File: src/rtl/flash_pkg.sv
// flash_pkg: loader state encoding, flash command codes shared with flash_serial,
// and default timing parameters for flash_loader.
package flash_pkg;

    typedef enum logic [2:0] {
        ST_IDLE    = 3'd0,
        ST_START   = 3'd1,
        ST_COPY    = 3'd2,
        ST_RELEASE = 3'd3,
        ST_DONE    = 3'd4,
        ST_ERROR   = 3'd5
    } t_loader_state;

    localparam logic [7:0] FLASH_CMD_READ      = 8'h03;
    localparam logic [7:0] FLASH_CMD_FAST_READ = 8'h0B;

    localparam int DEFAULT_TIMEOUT_CYCLES = 4096;
    localparam int DEFAULT_RELEASE_CYCLES = 16;

endpackage

File: src/rtl/flash_loader_edge_detect.sv
// edge_detect: rising-edge detector built on a registered copy of the input
// (previous value resets to 0).
`default_nettype none

module edge_detect (
    input  logic clk_i,
    input  logic rst_i,
    input  logic sig_i,
    output logic rise_o
);

    logic prev_q;

    always_ff @(posedge clk_i) begin
        if (rst_i) begin
            prev_q <= 1'b0;
        end else begin
            prev_q <= sig_i;
        end
    end

    assign rise_o = sig_i & ~prev_q;

endmodule

`default_nettype wire

File: src/rtl/flash_loader.sv
// flash_loader: copies in_len words from serial flash into RAM, one write per word.
// Optional FLASH_LOADER_CHECKSUM_EN adds a running modulo-2^WORD_BITS word checksum.
`default_nettype none

module flash_loader
    import flash_pkg::*;
#(
    parameter int WORD_BITS      = 8,
    parameter int ADDRESS_WORDS  = 2,
    parameter int MEM_ADDR_BITS  = 10,
    parameter int LEN_BITS       = 16,
    parameter int TIMEOUT_CYCLES = DEFAULT_TIMEOUT_CYCLES,
    parameter int RELEASE_CYCLES = DEFAULT_RELEASE_CYCLES
) (
    input  logic                               in_clk,
    input  logic                               in_rst,
    input  logic                               in_start,
    input  logic [WORD_BITS*ADDRESS_WORDS-1:0] in_flash_addr,
    input  logic [MEM_ADDR_BITS-1:0]           in_mem_addr,
    input  logic [LEN_BITS-1:0]                in_len,
    output logic                               out_busy,
    output logic                               out_done,
    output logic                               out_error,
    output logic                               out_flash_enable,
    output logic                               out_flash_read,
    output logic [WORD_BITS*ADDRESS_WORDS-1:0] out_flash_addr,
    input  logic [WORD_BITS-1:0]               in_flash_data,
    input  logic                               in_flash_word_finished,
    output logic                               out_mem_write,
    output logic [MEM_ADDR_BITS-1:0]           out_mem_addr,
    output logic [WORD_BITS-1:0]               out_mem_data,
    output logic [WORD_BITS-1:0]               out_checksum
);

    localparam int FA = WORD_BITS * ADDRESS_WORDS;
    localparam int TW = $clog2(TIMEOUT_CYCLES) + 1;
    localparam int RW = $clog2(RELEASE_CYCLES) + 1;

    t_loader_state            state_q;
    logic [FA-1:0]            flash_addr_q;
    logic [MEM_ADDR_BITS-1:0] ptr_q;
    logic [MEM_ADDR_BITS-1:0] wr_addr_q;
    logic [WORD_BITS-1:0]     wr_data_q;
    logic [LEN_BITS-1:0]      len_q;
    logic [LEN_BITS-1:0]      cnt_q;
    logic [TW-1:0]            tmo_q;
    logic [RW-1:0]            rel_q;
    logic                     timed_out_q;
    logic                     enable_q;
    logic                     write_q;
    logic                     done_q;
    logic                     error_q;
    logic                     w_word_evt;

    edge_detect u_edge_detect (
        .clk_i  (in_clk),
        .rst_i  (in_rst),
        .sig_i  (in_flash_word_finished),
        .rise_o (w_word_evt)
    );

    always_ff @(posedge in_clk) begin
        if (in_rst) begin
            state_q      <= ST_IDLE;
            flash_addr_q <= '0;
            ptr_q        <= '0;
            wr_addr_q    <= '0;
            wr_data_q    <= '0;
            len_q        <= '0;
            cnt_q        <= '0;
            tmo_q        <= '0;
            rel_q        <= '0;
            timed_out_q  <= 1'b0;
            enable_q     <= 1'b0;
            write_q      <= 1'b0;
            done_q       <= 1'b0;
            error_q      <= 1'b0;
        end else begin
            write_q <= 1'b0;
            done_q  <= 1'b0;
            error_q <= 1'b0;
            case (state_q)
                ST_IDLE: begin
                    if (in_start) begin
                        if (in_len != '0) begin
                            flash_addr_q <= in_flash_addr;
                            ptr_q        <= in_mem_addr;
                            len_q        <= in_len;
                            state_q      <= ST_START;
                        end else begin
                            state_q <= ST_DONE;
                        end
                    end
                end
                ST_START: begin
                    enable_q    <= 1'b1;
                    cnt_q       <= '0;
                    tmo_q       <= '0;
                    timed_out_q <= 1'b0;
                    state_q     <= ST_COPY;
                end
                ST_COPY: begin
                    // Length test comes first so enable drops the cycle after the last write.
                    if (cnt_q == len_q) begin
                        enable_q <= 1'b0;
                        rel_q    <= '0;
                        state_q  <= ST_RELEASE;
                    end else if (w_word_evt) begin
                        write_q   <= 1'b1;
                        wr_addr_q <= ptr_q;
                        wr_data_q <= in_flash_data;
                        ptr_q     <= ptr_q + MEM_ADDR_BITS'(1);
                        cnt_q     <= cnt_q + LEN_BITS'(1);
                        tmo_q     <= '0;
                    end else if (tmo_q == TW'(TIMEOUT_CYCLES - 1)) begin
                        enable_q    <= 1'b0;
                        rel_q       <= '0;
                        timed_out_q <= 1'b1;
                        state_q     <= ST_RELEASE;
                    end else begin
                        tmo_q <= tmo_q + TW'(1);
                    end
                end
                ST_RELEASE: begin
                    if (rel_q == RW'(RELEASE_CYCLES - 1)) begin
                        state_q <= timed_out_q ? ST_ERROR : ST_DONE;
                    end else begin
                        rel_q <= rel_q + RW'(1);
                    end
                end
                ST_DONE: begin
                    done_q  <= 1'b1;
                    state_q <= ST_IDLE;
                end
                ST_ERROR: begin
                    error_q <= 1'b1;
                    state_q <= ST_IDLE;
                end
                default: begin
                    state_q <= ST_IDLE;
                end
            endcase
        end
    end

`ifdef FLASH_LOADER_CHECKSUM_EN
    logic [WORD_BITS-1:0] sum_q;

    always_ff @(posedge in_clk) begin
        if (in_rst) begin
            sum_q <= '0;
        end else if (state_q == ST_START) begin
            sum_q <= '0;
        end else if (write_q) begin
            sum_q <= sum_q + wr_data_q;
        end
    end

    assign out_checksum = sum_q;
`else
    assign out_checksum = '0;
`endif

    assign out_busy         = (state_q != ST_IDLE);
    assign out_done         = done_q;
    assign out_error        = error_q;
    assign out_flash_enable = enable_q;
    assign out_flash_read   = 1'b1;
    assign out_flash_addr   = flash_addr_q;
    assign out_mem_write    = write_q;
    assign out_mem_addr     = wr_addr_q;
    assign out_mem_data     = wr_data_q;

endmodule

`default_nettype wire

File: config.mk
export PLATFORM = sky130hd
export DESIGN_NAME = flash_loader
export DESIGN_NICKNAME = d
export VERILOG_FILES = /design/src/rtl/flash_pkg.sv /design/src/rtl/flash_loader_edge_detect.sv /design/src/rtl/flash_loader.sv
export SDC_FILE = /design/constraint.sdc
export NUM_CORES = 1
export LEC_CHECK = 0
export CAP_MARGIN = 40
export CORE_AREA = 2 2 86 150
export DETAILED_ROUTE_END_ITERATION = 7
export DIE_AREA = 0 0 88 152
export PLACE_DENSITY = 0.7
export SLEW_MARGIN = 20
export SYNTH_ARGS = -nofsm -noshare
export SYNTH_HDL_FRONTEND = slang
export SYNTH_HIERARCHICAL = 1
export SYNTH_SLANG_ARGS = --single-unit
File: constraint.sdc
create_clock -name in_clk -period 2.2 [get_ports in_clk]
set_clock_uncertainty 0.1 [all_clocks]
set_input_delay 0.55 -clock in_clk [delete_from_list [all_inputs] [get_ports in_clk]]
set_output_delay 0.55 -clock in_clk [all_outputs]
set_load 0.05 [all_outputs]
==> results of run 1 <==
## sequential cells by signal (all words and copies together), names as in the netlist
signal,cells
timed_out_q,1
cnt_q,16
out_flash_enable,1
len_q,16
rel_q,5
state_q,3
out_mem_data,8
out_flash_addr,16
out_mem_addr,10
out_error,1
u_edge_detect/prev_q,1
out_done,1
tmo_q,13
ptr_q,10
out_mem_write,1
## cells by family after synthesis
family                   Yosys count  share of synthesized area (%)
AO/OA/AOI/OAI                    118                           16.4
AND/OR/NAND/NOR                  247                           24.7
XOR/XNOR                          23                           4.22
buffers and inverters             51                           5.17
multiplexers                      23                           4.83
other                              2                          0.157
flip-flops                       103                           43.2
adder cells (fa/ha/maj)            5                           1.31
## per-layer routing
layer / vias to the layer above / track usage [%] / share of wire [%]
met3: 31 / 3.10 / 3.5
met4: 0 / 8.57 / 2.8
li1: 2298 / - / -
met5: - / 0 / 0
met2: 147 / 36.2 / 56
met1: 2256 / 22.4 / 38
## through the flow
step,setup WS [ps],area [sq um],power (mW),setup TNS (ps)
4_1_cts,0.895,6720,4.87,0
6_report,37.2,6980,4.94,0
2_1_floorplan,70.1,4800,2.77,0
5_1_grt,-5.63,6980,5.15,-11.3
3_5_place_dp,-586,6340,3.29,-30620
3_3_place_gp,-445,6340,3.26,-26500
## layout make-up
type	count	area share [%]
clock inverters	5	0.574
repair buffers	173	24.5
well taps	168	3.01
clock buffers	11	3.62
flip-flops and latches	103	29.6
multi-input cells	426	38.2
inverters	9	0.484
## layout by cell type, fill, tap and decap left out, types with 9 or more instances in the layout
cell type        instances
a21o_1                  10
xor2_1                  16
nand2_1                 97
conb_1                   9
dlymetal6s2s_1          14
inv_1                    9
buf_4                   69
a21oi_1                 48
clkdlybuf4s50_1         73
nor4_2                  10
dfxtp_1                100
mux2i_1                 21
clkbuf_16               12
nand3_1                 30
nand4_1                  9
nor2_1                  49
o21ai_0                 16
## power by group
group / switching (mW) / internal [mW] / leakage [nW]
clock network: 0.720 / 0.838 / 0.135
logic: 0.747 / 0.565 / 1.92
registers: 0.0961 / 1.98 / 0.838
total: 1.56 / 3.38 / 2.89
## worst paths after layout
check / from / to / slack, ps / cells past startpoint
hold / removal: out_flash_addr[5] / out_flash_addr[5] / 360 / 2
hold reg to reg: out_flash_addr[5] / out_flash_addr[5] / 360 / 2
setup reg to reg: cnt_q[5] / out_mem_data[3] / 70 / 9
setup / recovery: out_mem_addr[2] / out_mem_addr[2] / 40 / 1
## repair_timing
item / 4_1_cts / 5_1_grt
endpoints found under the hold margin: 0 / 0
pin swaps: 2 / 8
buffers inserted: 2 / 2
endpoints found under the setup margin: 51 / 89
resized for setup: 10 / 45
cloned: 1 / 3
==> summary.md, run 1 <==
| Metric | Value |
|---|---|
| CP max stage cell | clkdlybuf4s50_1 |
| Max_slew headroom | 63.0% |
| Row cnt | 54 |
| CTS tree | done |
| Hold slack | 363 ps |
| Global-route usage over all layers | 20.0% |
| Leakage Power | 2.89 nW |
| Filler Cell Count | 1089 |
| H-Tree Depth | 3 |
| Least-Margin Pin Slew | 553 ps |
| WL final | 13700 um |
| Hold_buf cts | 0 |
| Core Util, Final | 57.0% |
| Die H | 152 um |
| Starting Density | 39.0% |
| Via/cell ratio | 5.29 |
| Antenna violations before repair | 0 |
| HP Class | reg2reg |
| Synth Flop Type | dfxtp_1 |
| Critical Path RT | 1550 ps |
| Detailed placer's ending HPWL | 9480 um |
| Post-Place Cells | 871 |
| EDFF count, synth | 0 |
| Post-Synthesis Cells | 572 |
| Final cell count without fillers | 895 |
| Register area | 2070 sq um |
| FF+latch count, synth | 103 |
| GRT Residual Overflow | 0 |
| Status | finished, final reports clean |
| Mapped Area | 4770 sq um |
| Largest cells by area after synthesis | dfxtp_1 (43%), nand2_1 (7.8%), a21oi_1 (5.1%) |
| Clk_lat worst skew | 350 ps |
| Number of nets still failing antenna checks after routing | 0 |
| Vias | 4732 |
| CP top delay family | buffers and inverters |
| Crit end category | primary output |
| Yosys cell types | 51 |
| Pwr/cell area | 708 nW/um^2 |
| TritonCTS buffer count | 9 |
| Maximum capacitance violations | 0 |
| Die area | 13400 sq um |
| Remaining DRCs | 0 |
| Most numerous cell in the Yosys netlist | dfxtp_1 |
| Largest net degree at the start of global routing | 54 |
| Root buf cell | clkbuf_16 |
| Commonest cells post-synth | dfxtp_1 (103), nand2_1 (99), nor2_1 (51), a21oi_1 (49), nand3_1 (32) |
| Slowest cell delay on critical path | 840 ps |
| CP cell instances | clkdlybuf4s50_1 |
| Nets | 781 |
| Clock slew at reported path FFs | 70 ps |
| Worst vdd ir | 0.557 mV |
| Ratio of cells with drive above 1 in the final layout | 20.1% |
| Max Freq | 0.462 GHz |
| Final setup violating endpoints | 0 |
| Drt pass-1 iters | 4 |
| Area of the multi-input gates | 2660 sq um |
| Cell taking the most area after synthesis | dfxtp_1 |
| Critical path class | reg2out |
| Unrepaired setup endpoints after global routing | true |
| Sequential element share of the synthesized area | 43.2% |
| IO Pins | 102 |
| Min Clock Period, post-route | 2160 ps |
| CP arrival | 1510 ps |
| Asr flop ratio synth | 0% |
| Die Width | 88 um |
| RD Place Congestion | 0.861 |
| Endpoints failing hold | 0 |
| Vias in the first global route | 4640 |
| Top cell type's share of synthesized area | 43.2% |
| Startpoint Class | register |
| Crit-path max FO | 2 |
| First-pass GRT wire length | 21800 um |
| IO Port Bufs | 92 |
| Buf+Inv Stages, Crit Path | 1 |
| # diodes | 0 |
| Syn_area_per_cell | 8.34 sq um |
| Yosys warning count | 6 |
| Slew Viols, Final | 0 |
| Routed length per instance | 15.3 um |
| CTS Sinks | 103 |
| Area growth, synth to finish | 46.2% |
| Final period util | 98.3% |
| Max clock buf depth | 2 |
| Starting DRT DRC Count | 310 |
| Core Box Area | 12200 sq um |
Power figures use the tool's default switching activity.
==> run 2: changes to the inputs <==
clock period = 1.73 ns   (was 2.2 ns; I/O delays follow)
==> summary.md, run 2 (synthesized netlist as in run 1, its figures left out) <==
| Metric | Value |
|---|---|
| Antenna violations before repair | 0 (unchanged) |
| Ratio of cells with drive above 1 in the final layout | 42.9% (was 20.1%) |
| Detailed placer's ending HPWL | 10500 um (was 9480 um) |
| Leakage Power | 3.37 nW (was 2.89 nW) |
| Die H | 152 um (unchanged) |
| # diodes | 0 (unchanged) |
| GRT Residual Overflow | 0 (unchanged) |
| Slowest cell delay on critical path | 400 ps (was 840 ps) |
| Crit end category | register (was primary output) |
| Max clock buf depth | 2 (unchanged) |
| Most common cell after layout, fill and taps aside | buf_4 (was dfxtp_1) |
| Worst vdd ir | 0.826 mV (was 0.557 mV) |
| Routed length per instance | 19.4 um (was 15.3 um) |
| Crit-path max FO | 7 (was 2) |
| CP max stage cell | nor4_2 (was clkdlybuf4s50_1) |
| Area growth, synth to finish | 76.0% (was 46.2%) |
| Clk_lat worst skew | 350 ps (about the same) |
| Nets | 839 (was 781) |
| Most frequent cells in the layout | buf_4 (97), dfxtp_1 (93), nand2_1 (78), buf_12 (48), nor2_1 (43) (was dfxtp_1 (100), nand2_1 (97), clkdlybuf4s50_1 (73), buf_4 (69), nor2_1 (49)) |
| CTS tree | done (unchanged) |
| Core Box Area | 12200 sq um (unchanged) |
| Critical path class | reg2reg (was reg2out) |
| Startpoint Class | register (unchanged) |
| CP arrival | 2370 ps (was 1510 ps) |
| Die Width | 88 um (unchanged) |
| Vias in the first global route | 5266 (was 4640) |
| Slew Viols, Final | 0 (unchanged) |
| Starting Density | 39.0% (unchanged) |
| CTS Sinks | 103 (unchanged) |
| CP cell instances | xor2_1, nor4_2, and4_4, buf_6, a22oi_2, a21o_1, a21oi_1 (was clkdlybuf4s50_1) |
| Final setup violating endpoints | 77 (was 0) |
| Endpoints failing hold | 0 (unchanged) |
| Remaining DRCs | 0 (unchanged) |
| Max Freq | 0.451 GHz |
| H-Tree Depth | 3 (unchanged) |
| Largest net degree at the start of global routing | 44 (was 54) |
| Status | complete, but fails checks (was finished, final reports clean) |
| Drt pass-1 iters | 5 (was 4) |
| Via/cell ratio | 5.70 (was 5.29) |
| TritonCTS buffer count | 9 (unchanged) |
| Critical Path RT | 1890 ps (was 1550 ps) |
| Unrepaired setup endpoints after global routing | true (unchanged) |
| Hold slack | 356 ps (was 363 ps) |
| Die area | 13400 sq um (unchanged) |
| First-pass GRT wire length | 25000 um (was 21800 um) |
| Hold_buf cts | 0 (unchanged) |
| Clock slew at reported path FFs | 70 ps (about the same) |
| Setup TNS | -24660 ps (was 0 ps) |
| WL final | 18500 um (was 13700 um) |
| Violated checks | negative setup slack |
| HP Class | in2reg (was reg2reg) |
| Placed cell area | 6920 sq um (was 6340 sq um) |
| RD Place Congestion | 0.868 (was 0.861) |
| Final period util | 128% |
| Global-route usage over all layers | 23.5% (was 20.0%) |
| Starting DRT DRC Count | 439 (was 310) |
| Number of nets still failing antenna checks after routing | 0 (unchanged) |
| IO Pins | 102 (unchanged) |
| Filler Cell Count | 804 (was 1089) |
| Row cnt | 54 (unchanged) |
| Min Clock Period, post-route | 2220 ps |
| Final design instance area without fill | 8390 sq um (was 6980 sq um) |
| Root buf cell | clkbuf_16 (unchanged) |
| Maximum capacitance violations | 0 (unchanged) |
| IO Port Bufs | 92 (unchanged) |
| Total Power | 7.04 mW (was 4.94 mW) |
| Vias | 5430 (was 4732) |
| Pwr/cell area | 839 nW/um^2 (was 708 nW/um^2) |
| Setup ws final | -485 ps (was 37.2 ps) |
## run 2: cell count changes in the layout (fill, tap and decap cells not counted), moves of 7 or more
cell,before,now
a21oi_2,1,26
buf_12,7,48
buf_4,69,97
o21ai_0,16,7
nand2_4,1,10
dfxtp_1,100,93
nand2_2,1,11
a21oi_1,48,22
buf_6,6,31
dlymetal6s2s_1,14,0
clkdlybuf4s50_1,73,35
nand2_1,97,78
dfxtp_2,3,10
## run 2: through the flow
step           utilization [%]  std cells  worst slack (ps)
5_1_grt                   68.6        952              -575
3_5_place_dp              56.6        898              -859
2_1_floorplan                -        579              -357
6_report                  68.6        952              -485
3_3_place_gp              56.6        898              -778
4_1_cts                   64.5        939              -352
## run 2: what timing repair did
action / CTS / global route
pin swaps: 44 / 59
setup endpoints to repair: 100 / 100
gates resized for setup: 114 / 120
setup buffers: 23 / 14
cloned: 4 / 1
## run 2: cell type report
cell class	instances	area (sq um)	area share (%)
multi-input combinational	426	3200	38.2
timing repair buffer	231	2580	30.8
sequential	103	2070	24.7
clock buffer	11	253	3.01
tap	168	210	2.50
inverter	9	38.8	0.462
clock inverter	4	30.0	0.358
## run 2: layer usage
metal / global-route usage (%) / wire length [um] / up-vias
met1: 24.7 / 6260 / 2622
met5: 0 / 0 / -
li1: - / - / 2420
met4: 13.3 / 1240 / 0
met3: 3.59 / 936 / 111
met2: 42.7 / 10000 / 277
## run 2: final timing paths
kind | from | to | slack [ps] | depth (start not counted)
hold / removal | in_len[7] | len_q[7] | 360 | 4
setup reg to reg | cnt_q[6] | ptr_q[0] | -490 | 7
hold reg to reg | len_q[13] | len_q[13] | 380 | 2
setup / recovery | cnt_q[6] | ptr_q[0] | -490 | 7
## run 2: critical path: cells and delay by family (launching register included)
family                 cells  cell delay [ps]
XOR/XNOR                   1              190
AND/OR/NAND/NOR            2              760
flip-flops                 1              370
buffers and inverters      1              130
AO/OA/AOI/OAI              3              570
## run 2: power breakdown
group	total [mW]	leakage, nW	internal (mW)	switching (mW)
sequential	2.67	0.842	2.51	0.159
combinational	2.40	2.39	1.14	1.26
clock	1.97	0.138	1.05	0.921
